**config.mk**
```make
export PLATFORM = sky130hd
export DESIGN_NAME = conversor_bcd_flat
export DESIGN_NICKNAME = d
export VERILOG_FILES = /design/src/rtl/conversor_bcd_if.sv /design/src/rtl/conversor_bcd.sv /design/src/flat_wrapper.sv
export SDC_FILE = /design/constraint.sdc
export NUM_CORES = 1
export LEC_CHECK = 0
export BUFFER_PORTS_ARGS = -buffer_cell sky130_fd_sc_hd__buf_2
export CORE_AREA = 2 2 111 113
export CTS_BUF_LIST = sky130_fd_sc_hd__clkbuf_8
export CTS_CLUSTER_SIZE = 10
export DETAILED_ROUTE_END_ITERATION = 10
export DIE_AREA = 0 0 113 115
export GPL_TIMING_DRIVEN = 0
export PLACE_DENSITY = 0.77
export SLEW_MARGIN = 15
export SYNTH_ARGS = -nofsm -noshare
export SYNTH_HDL_FRONTEND = slang
export SYNTH_SLANG_ARGS = --single-unit
export TNS_END_PERCENT = 5
```
**constraint.sdc**
```tcl
create_clock -name clk -period 2.15 [get_ports clk]
set_clock_uncertainty 0.15 [all_clocks]
set_input_delay 0.43 -clock clk [delete_from_list [all_inputs] [get_ports clk]]
set_output_delay 0.43 -clock clk [all_outputs]
set_load 0.02 [all_outputs]
```
**src/rtl/conversor_bcd_if.sv**
```systemverilog
// Handshake and result bundle for conversor_bcd; the master drives the operand,
// start and digit select, and the slave returns busy/done, the BCD word and the selected digit.
interface conversor_bcd_if;
  logic [31:0] entradaBin;
  logic        start;
  logic [3:0]  digitoSel;
  logic        busy;
  logic        done;
  logic [39:0] bcd;
  logic [31:0] digitoOut;

  modport master (
    output entradaBin, start, digitoSel,
    input  busy, done, bcd, digitoOut
  );

  modport slave (
    input  entradaBin, start, digitoSel,
    output busy, done, bcd, digitoOut
  );
endinterface

```
**src/rtl/conversor_bcd.sv**
```systemverilog
// 32-bit binary to 10-digit BCD converter (shift-add-3, fixed 32-cycle latency).
// Define CONVERSOR_BCD_BLANK_ZEROS_EN to blank leading zeros on digitoOut.
module conversor_bcd (
  input  logic            clk,
  input  logic            rst_n,
  conversor_bcd_if.slave  bus
);

  typedef enum logic {IDLE, SHIFT} state_e;

  state_e      state_q, state_d;
  logic [4:0]  cnt_q, cnt_d;
  logic [31:0] bin_q, bin_d;
  logic [39:0] work_q, work_d;
  logic [39:0] bcd_q, bcd_d;
  logic        done_q, done_d;

  logic [39:0] adj;
  logic [71:0] shifted;
  logic [3:0]  sel_nib;
`ifdef CONVERSOR_BCD_BLANK_ZEROS_EN
  logic [3:0]  msd;
`endif

  always_comb begin
    state_d = state_q;
    cnt_d   = cnt_q;
    bin_d   = bin_q;
    work_d  = work_q;
    bcd_d   = bcd_q;
    done_d  = 1'b0;

    // Correct each nibble before the shift so it carries properly into the next digit
    adj = '0;
    for (int k = 0; k < 10; k++) begin
      adj[4*k +: 4] = (work_q[4*k +: 4] >= 4'd5) ? work_q[4*k +: 4] + 4'd3
                                                 : work_q[4*k +: 4];
    end
    shifted = {adj, bin_q} << 1;

    case (state_q)
      IDLE: begin
        if (bus.start) begin
          state_d = SHIFT;
          bin_d   = bus.entradaBin;
          work_d  = '0;
          cnt_d   = '0;
        end
      end
      SHIFT: begin
        work_d = shifted[71:32];
        bin_d  = shifted[31:0];
        cnt_d  = cnt_q + 5'd1;
        if (cnt_q == 5'd31) begin
          bcd_d   = shifted[71:32];
          done_d  = 1'b1;
          state_d = IDLE;
        end
      end
      default: state_d = IDLE;
    endcase
  end

  always_ff @(posedge clk or negedge rst_n) begin
    if (!rst_n) begin
      state_q <= IDLE;
      cnt_q   <= '0;
      bin_q   <= '0;
      work_q  <= '0;
      bcd_q   <= '0;
      done_q  <= 1'b0;
    end else begin
      state_q <= state_d;
      cnt_q   <= cnt_d;
      bin_q   <= bin_d;
      work_q  <= work_d;
      bcd_q   <= bcd_d;
      done_q  <= done_d;
    end
  end

  // Digit select; out-of-range indices return 15 so the 7-segment decoder blanks
  always_comb begin
    sel_nib = 4'hF;
    for (int k = 0; k < 10; k++) begin
      if (bus.digitoSel == 4'(k)) sel_nib = bcd_q[4*k +: 4];
    end
`ifdef CONVERSOR_BCD_BLANK_ZEROS_EN
    msd = 4'd0;
    for (int k = 0; k < 10; k++) begin
      if (bcd_q[4*k +: 4] != 4'd0) msd = 4'(k);
    end
    if (bus.digitoSel > msd) sel_nib = 4'hF;
`endif
  end

  assign bus.busy      = (state_q == SHIFT);
  assign bus.done      = done_q;
  assign bus.bcd       = bcd_q;
  assign bus.digitoOut = {28'b0, sel_nib};

endmodule

```
**src/flat_wrapper.sv**
```systemverilog
// flat-port wrapper written by rule: the top's interface ports become plain ports
module conversor_bcd_flat 
  (clk, rst_n, bus_entradaBin, bus_start, bus_digitoSel, bus_busy, bus_done, bus_bcd, bus_digitoOut);
  conversor_bcd_if bus_i ();
  input  logic clk;
  input  logic rst_n;
  input wire logic [$bits(bus_i.entradaBin)-1:0] bus_entradaBin;
  input wire logic [$bits(bus_i.start)-1:0] bus_start;
  input wire logic [$bits(bus_i.digitoSel)-1:0] bus_digitoSel;
  output wire logic [$bits(bus_i.busy)-1:0] bus_busy;
  output wire logic [$bits(bus_i.done)-1:0] bus_done;
  output wire logic [$bits(bus_i.bcd)-1:0] bus_bcd;
  output wire logic [$bits(bus_i.digitoOut)-1:0] bus_digitoOut;
  assign bus_i.entradaBin = bus_entradaBin;
  assign bus_i.start = bus_start;
  assign bus_i.digitoSel = bus_digitoSel;
  assign bus_busy = bus_i.busy;
  assign bus_done = bus_i.done;
  assign bus_bcd = bus_i.bcd;
  assign bus_digitoOut = bus_i.digitoOut;
  conversor_bcd u_core (.clk(clk), .rst_n(rst_n), .bus(bus_i));
endmodule
```
==> qor.txt, run 1 <==
RSZ-0062 raised after global routing = yes
status = finished, violations left
top post-synthesis cells by area = dfrtp_1 (46%), mux2i_1 (10%), o21ai_0 (5.2%)
antenna violations before repair = 0
global route total overflow = 0
setup ws final = -176 ps
total number of vias = 5068
crit path DAT = 1750 ps
NumNets Final = 817
first drt pass iteration count = 8
instance area at placement = 7140 um^2
area grow syn2layout = 20.1%
share of layout cells above drive strength 1 = 0.277
min-delay src = bus_entradaBin[0]
largest net degree at the start of global routing = 77
Peak Freq = 430 MHz
Comb power frac = 0.435
die extent in y = 115 um
vias per std cell = 5.53
Final Max Slew Viols = 0
Critical path origin = u_core.bus.bcd[3]
Final min period = 2330 ps
fin area = 7700 um^2
Core Region = 11800 um^2
top_reg_cell synth = dfrtp_1
ANT cells = 0
drt initial violations = 303
clk root buf = clkbuf_8
critical path peak fanout = 2
port bufs = 81
CP max-delay cell = dfrtp_1
clock group share of total power = 0.195
die width = 113 um
CP top delay family = flip-flops
pwr dens = 1450 nW/um^2
Total Wirelength = 15500 um
Fin Setup TNS = -599 ps
cell taking the most area after synthesis = dfrtp_1
worst path bufs/invs = 1
Reg power frac = 0.370
Mapped Area = 6410 um^2
WS Path Type = reg2out
Critical Path RT = 1570 ps
worst hold path class = in2reg
first-pass GRT wire length = 25400 um
Reg clk slew, reported paths = 70 ps
Switching Share = 0.411
Final Cycle Share = 1.08
most common cell in the netlist = dfrtp_1
P_sw = 4.59 mW
CTS Sinks = 119
die area = 13000 um^2
reg2reg path depth = 7
CP Launch Type = flop
Synth top area share = 0.464
Ports = 113
TritonCTS clock tree = yes
Lkg Pwr = 3.93 nW
Critical Path Stages = 5
Bufs on Longest Clock Path = 2
hold path depth = 3
Setup-failing EPs final = 4
vias in the first global route = 5006
Cell Int Power = 6.58 mW
pre-CTS WS = -113 ps
CTS HTree Levels = 4
final hold vios = 0
#FFs+latches synth = 119
pin slew with the least headroom to its limit = 694 ps
Avg WL per Cell = 16.9 um
Starting Density = 0.543
fin util = 0.652
sequential area share after synthesis = 0.464
RR Startpoint = u_core.cnt_q[0]
failing checks = DRC, setup timing
DRC viols = 13
Synth cell types = 45
post-DP HPWL = 11100 um
Rows = 40
max cap viols = 0
Mapped Cells = 622
gr usage total = 0.245
crit path cell chain = mux2_4 -> o32ai_4 -> nor3_2 -> o221a_1 -> buf_6
slowest stage delay, CP = 410 ps
CP endpoint kind = output pin
Antenna Nets Post-Route = 0
peak supply drop = 0.000611 V
ys async rst share = 1.00
synth warn = 0
gpl congestion = 0.895
hold_ws = 98.1 ps
Post-synth EDFFs = 0
Max-Slew Margin vs Limit = 0.537
clock latency on the worst-skew pair = 440 ps
Syn Area/Cell = 10.3 um^2
number of buffers created by CTS = 17
commonest cells in the netlist = dfrtp_1 (119), nand2_1 (81), o21ai_0 (67), mux2i_1 (65)
-- routing by layer --
metal / GRT usage / part of all wire / vias up / wire length [um]
met2: 0.411 / 0.49 / 175 / 7560
li1: - / - / 2371 / -
met1: 0.326 / 0.43 / 2501 / 6680
met4: 0.0740 / 0.016 / 0 / 246
met5: 0 / 0 / - / 0
met3: 0.0485 / 0.064 / 21 / 987
-- power groups by stage --
stage               Clock, mW  Combinational [mW]  Sequential [mW]
detailed placement          0                4.69             4.12
CTS                      2.21                4.83             4.09
global placement            0                4.45             4.04
floorplan                   0                3.07             4.27
finish                   2.18                4.86             4.14
global route             2.30                5.37             4.24
-- registers in the layout, summed over array words and instances, names as in the netlist --
| signal | count |
|---|---|
| u_core.bus.busy | 1 |
| u_core.bin_q | 32 |
| u_core.bus.bcd | 40 |
| u_core.work_q | 40 |
| u_core.bus.done | 1 |
| u_core.cnt_q | 5 |
-- tightest hold or removal path, stage by stage --
cell and delay, ps:
buf_2 70, mux2i_1 50, nor2_1 90
-- kinds of logic after synthesis --
logic type      count (synthesis)  share of synthesized area
buf+inv                        84                     0.0767
mux                            88                      0.142
flops                         119                      0.464
xor+xnor                       12                     0.0164
compound gates                136                      0.128
fa+ha+maj                      22                     0.0429
simple gates                  160                      0.129
other cells                     1                   0.000585
-- repair_timing --
action,CTS,global route
buffers inserted,3,2
pin swaps,6,2
resized for setup,15,5
endpoints found under the setup margin,4,24
endpoints found under the hold margin,43,0
hold buffers,1,0
-- per-stage QoR --
step                power, mW  std cells
floorplan                7.34        649
CTS                      11.1        914
global placement         8.48        877
finish                   11.2        916
global route             11.9        916
detailed placement       8.81        878
-- worst paths after layout --
check	endpoint	slack, ps
worst max-delay path	bus_digitoOut[3]	-180
worst min-delay path	u_core.bin_q[0]	100
worst max register to register	u_core.bus.bcd[38]	100
worst min register to register	u_core.bin_q[1]	340
max in group asynchronous	u_core.bus.bcd[36]	810
min in group asynchronous	u_core.bus.bcd[9]	340
-- final cells by class --
type	count	area, um^2
buffer	62	415
multi-input combinational	446	3110
tap	147	184
inverter	22	82.6
sequential	119	2980
clock buffer	19	262
timing repair buffer	88	504
clock inverter	13	170
fill	946	4110
-- placed cells by master (no fill, tap or decap), drive strengths merged, types with 2 or more instances in the layout --
master    count
a211oi        2
a21o         18
a21oi        29
a221oi        2
a31oi         2
buf         137
bufinv        3
clkbuf       31
clkinvlp      6
conb         28
dfrtp       119
ha           22
inv          25
mux2         23
mux2i        65
nand2        82
nand2b       16
nand3         3
nand3b        6
nor2          5
nor2b         2
nor3         10
nor3b        31
o21ai        68
o221a         2
o22ai         6
o32ai         2
or2           3
xnor2        11
(Power assumes the default switching activity.)
==> run 2, diff against run 1 <==
--- a/config.mk
+++ b/config.mk
@@ -12,7 +12,7 @@
 export DETAILED_ROUTE_END_ITERATION = 10
 export DIE_AREA = 0 0 113 115
 export GPL_TIMING_DRIVEN = 0
-export PLACE_DENSITY = 0.77
+export PLACE_DENSITY = 0.88
 export SLEW_MARGIN = 15
 export SYNTH_ARGS = -nofsm -noshare
 export SYNTH_HDL_FRONTEND = slang
==> run 2 against run 1 <==
The flow still finishes with violations (DRC, setup timing). Register-to-register slack hardly changed. First-iteration DRC count is 5.9% higher. Die area stayed put. Setup slack better by 44 ps. Sequential cell count stayed put. Highest routed layer unchanged.
==> qor.txt, run 2 (synthesis results as in run 1) <==
final hold vios = 0
Antenna Nets Post-Route = 0
WS Path Type = reg2out
reg2reg path depth = 7
Fin Setup TNS = -463 ps
NumNets Final = 818
Rows = 40
die area = 13000 um^2
crit path cell chain = mux2i_1 -> a2bb2oi_2 -> o211ai_1 -> a221oi_2 -> buf_4
Setup-failing EPs final = 4
number of buffers created by CTS = 17
TritonCTS clock tree = yes
global route total overflow = 0
Final min period = 2280 ps
Fillers = 907
total power draw = 11.1 mW
Total Wirelength = 15700 um
clock latency on the worst-skew pair = 440 ps
first drt pass iteration count = 8
Peak Freq = 438 MHz
vias per std cell = 5.62
hold_ws = 88.0 ps
Final Cycle Share = 1.06
Lkg Pwr = 3.96 nW
port bufs = 81
gr usage total = 0.250
CTS Sinks = 119
Avg WL per Cell = 17.1 um
largest net degree at the start of global routing = 88
Max-Slew Margin vs Limit = 0.500
ANT cells = 0
Critical Path RT = 1570 ps
die extent in y = 115 um
vias in the first global route = 5022
Reg clk slew, reported paths = 70 ps
crit path DAT = 1700 ps
CP endpoint kind = output pin
most frequent cells in the layout = dfrtp_1 (119), buf_2 (91), nand2_1 (81)
critical path peak fanout = 2
RSZ-0062 raised after global routing = yes
Starting Density = 0.543
Post-Layout Cell Count = 917
commonest non-fill, non-tap cell in the layout = dfrtp_1
CP max-delay cell = dfrtp_1
first-pass GRT wire length = 25200 um
post-DP HPWL = 10900 um
Final Max Slew Viols = 0
Post-Place Cells = 878
setup ws final = -132 ps
worst hold path class = in2reg
gpl congestion = 0.884
status = finished, violations left
clk root buf = clkbuf_8
CTS HTree Levels = 4
drt initial violations = 321
share of layout cells above drive strength 1 = 0.273
pin slew with the least headroom to its limit = 751 ps
CP Launch Type = flop
Bufs on Longest Clock Path = 2
Core Region = 11800 um^2
die width = 113 um
peak supply drop = 0.000678 V
worst path bufs/invs = 1
area grow syn2layout = 19.8%
antenna violations before repair = 0
Ports = 113
Critical Path Stages = 5
CP top delay family = compound AO/OA/AOI/OAI gates
max cap viols = 0
DRC viols = 13
pwr dens = 1440 nW/um^2
failing checks = DRC, setup timing
slowest stage delay, CP = 400 ps
hold path depth = 3
pre-CTS WS = -31.0 ps
total number of vias = 5158
-- run 2: metal layers --
layer  global-route usage  vias to the layer above  wire [um]
met4               0.0984                        0        419
met3               0.0654                       37       1080
li1                     -                     2373          -
met1                0.327                     2543       6750
met2                0.403                      205       7410
met5                    0                        -          0
-- run 2: cell type report --
class	count	area, um^2	share of cell area
repair buffers	89	512	0.0666
multi-input cells	446	3110	0.405
clock buffers	19	262	0.0340
inverters	22	82.6	0.0107
well taps	147	184	0.0239
flip-flops and latches	119	2980	0.388
clock inverters	13	139	0.0181
plain buffers	62	414	0.0539
-- run 2: final timing paths --
path,start,to,slack [ps]
worst max register to register,u_core.cnt_q[0],u_core.bus.bcd[5],90
worst min register to register,u_core.bin_q[8],u_core.bin_q[9],330
max in group asynchronous,rst_n,u_core.bin_q[8],840
min in group asynchronous,rst_n,u_core.bus.bcd[14],280
worst max-delay path,u_core.bus.bcd[2],bus_digitoOut[2],-130
worst min-delay path,bus_entradaBin[0],u_core.bin_q[0],90
-- run 2: per-stage QoR --
| stage | util | instance area, um^2 |
|---|---|---|
| final | 0.650 | 7680 |
| after global routing | 0.650 | 7680 |
| after CTS | 0.649 | 7670 |
| after detailed placement | 0.604 | 7140 |
| after global placement | 0.602 | 7110 |
| after floorplan | - | 6520 |
-- run 2: tightest hold or removal path: cells and delay by family --
| kind | cells | cell delay [ps] |
|---|---|---|
| buffers and inverters | 1 | 80 |
| multiplexers | 1 | 50 |
| AND/OR/NAND/NOR | 1 | 80 |
-- run 2: power breakdown --
group          switching, mW  internal [mW]  total, mW
Combinational           2.73           2.17       4.90
Sequential             0.917           3.22       4.14
Clock                  0.882           1.18       2.06
-- run 2: timing repair --
| item | 4_1_cts | 5_1_grt |
|---|---|---|
| hold buffers | 1 | 0 |
| pin swaps | 6 | 1 |
| gates resized for setup | 15 | 5 |
| buffers inserted | 6 | 0 |
| endpoints found under the hold margin | 32 | 0 |
| setup endpoints to repair | 4 | 33 |
==> run 3, diff against run 2 <==
==> constraint.sdc (replaced) <==
create_clock -name clk -period 2.77 [get_ports clk]
set_clock_uncertainty 0.15 [all_clocks]
set_input_delay 0.554 -clock clk [delete_from_list [all_inputs] [get_ports clk]]
set_output_delay 0.554 -clock clk [all_outputs]
set_load 0.02 [all_outputs]
==> run 3 against run 2 <==
The run ends with DRC left. Die area is the same. Power down 24%. Sequential cell count did not move. Via count shrank 0.74%. Hold slack better by 120 ps. Core utilization fell by 1.1 points. Setup slack gained 340 ps. Final cell count shrank 0.65%. Register-to-register slack better by 600 ps. Clock power is 22% lower. Combinational power down 25%. Critical endpoint is now bus_digitoOut[3]. Largest power group unchanged.
==> qor.txt, run 3 (synthesis results as in run 1) <==
CTS Sinks = 119
drt initial violations = 375
gr usage total = 0.243
final hold vios = 0
grt peak-use layer = met2
post-cts sizing count = 0
TritonCTS clock tree = yes
post-DP HPWL = 10900 um
GR Layer Usage met3 = 0.0606
ANT cells = 0
CTS HTree Levels = 4
failing checks = DRC
Final min period = 2560 ps
area grow syn2layout = 17.7%
Bufs on Longest Clock Path = 2
number of buffers created by CTS = 17
Reg clk slew, reported paths = 60 ps
port bufs = 81
vias per std cell = 5.62
Critical Path Stages = 5
die extent in y = 115 um
clock latency on the worst-skew pair = 450 ps
instance area at placement = 7140 um^2
met2 Use GR = 0.397
clk root buf = clkbuf_8
reg-to-reg slack, setup = 690 ps
Setup-failing EPs final = 0
pwr dens = 1120 nW/um^2
worst hold path class = in2reg
Antenna Nets Post-Route = 0
RSZ-0062 raised after global routing = no
gpl congestion = 0.884
vias in the first global route = 4964
Fin Setup TNS = 0 ps
CP endpoint kind = output pin
Ports = 113
critical path peak fanout = 3
CP Launch Type = flop
hold path depth = 3
GR Util met1 = 0.313
NumNets Final = 812
DRC viols = 13
antenna violations before repair = 0
Critical Path RT = 2070 ps
Avg WL per Cell = 16.7 um
first drt pass iteration count = 11
total number of vias = 5120
die area = 13000 um^2
Peak Freq = 390 MHz
Core Region = 11800 um^2
Rows = 40
first-pass GRT wire length = 24700 um
worst path bufs/invs = 1
WS Path Type = reg2out
share of layout cells above drive strength 1 = 0.257
post-CTS setup buffers = 0
Total Wirelength = 15200 um
Max-Slew Margin vs Limit = 0.522
CP top delay family = flip-flops
global route total overflow = 0
status = finished, violations left
slowest stage delay, CP = 430 ps
most frequent cells in the layout = dfrtp_1 (119), buf_2 (97), nand2_1 (81)
CP max-delay cell = dfrtp_1
peak supply drop = 0.000516 V
Lkg Pwr = 3.91 nW
commonest non-fill, non-tap cell in the layout = dfrtp_1
Final Max Slew Viols = 0
largest net degree at the start of global routing = 88
reg2reg path depth = 7
crit path DAT = 1860 ps
max cap viols = 0
fin area = 7550 um^2
Starting Density = 0.543
die width = 113 um
Final Cycle Share = 0.925
pin slew with the least headroom to its limit = 717 ps
crit path cell chain = mux2_1 -> o32ai_1 -> nor3_1 -> o221a_1 -> buf_2
[run 3: final cells by class]
| type | instances | area, um^2 |
|---|---|---|
| well taps | 147 | 184 |
| repair buffers | 83 | 449 |
| plain buffers | 62 | 409 |
| clock buffers | 19 | 262 |
| clock inverters | 13 | 139 |
| multi-input cells | 446 | 3050 |
| inverters | 22 | 82.6 |
| flip-flops and latches | 119 | 2980 |
| fillers | 929 | 4260 |
[run 3: stage by stage]
step	setup WS, ps	util	power [mW]	hold WS [ps]	cells
2_1_floorplan	493	-	5.70	108	649
3_3_place_gp	-463	0.602	6.61	308	877
3_5_place_dp	341	0.604	6.80	309	878
4_1_cts	212	0.639	8.47	189	911
5_1_grt	150	0.639	9.01	235	911
6_report	208	0.639	8.47	210	911
[run 3: where the power goes]
group          total, mW  switching (mW)  internal, mW
Clock               1.61           0.689         0.917
Sequential          3.20           0.706          2.50
Combinational       3.66            2.06          1.60
Total               8.47            3.45          5.02
[run 3: final timing paths]
kind | from | endpoint
setup reg to reg | u_core.cnt_q[0] | u_core.bus.bcd[33]
max in group asynchronous | rst_n | u_core.bin_q[5]
min in group asynchronous | rst_n | u_core.bus.bcd[14]
hold reg to reg | u_core.bin_q[0] | u_core.bin_q[1]
setup / recovery | u_core.bus.bcd[3] | bus_digitoOut[3]
hold / removal | bus_entradaBin[0] | u_core.bin_q[0]
[run 3: what timing repair did]
item / CTS / global route
hold buffers: 1 / 0
hold endpoints to repair: 32 / 0
setup endpoints to repair: 0 / 0
[run 3: worst register-to-register path: cells and delay by family, from the launching register on]
family / cells / cell delay, ps
buf+inv: 2 / 380
fa+ha+maj: 2 / 360
mux: 1 / 400
simple gates: 2 / 280
flops: 1 / 400
[run 3: routing by layer]
layer	vias up	part of all wire
li1	2371	-
met5	-	0
met2	206	0.48
met1	2505	0.43
met4	0	0.027
met3	38	0.065
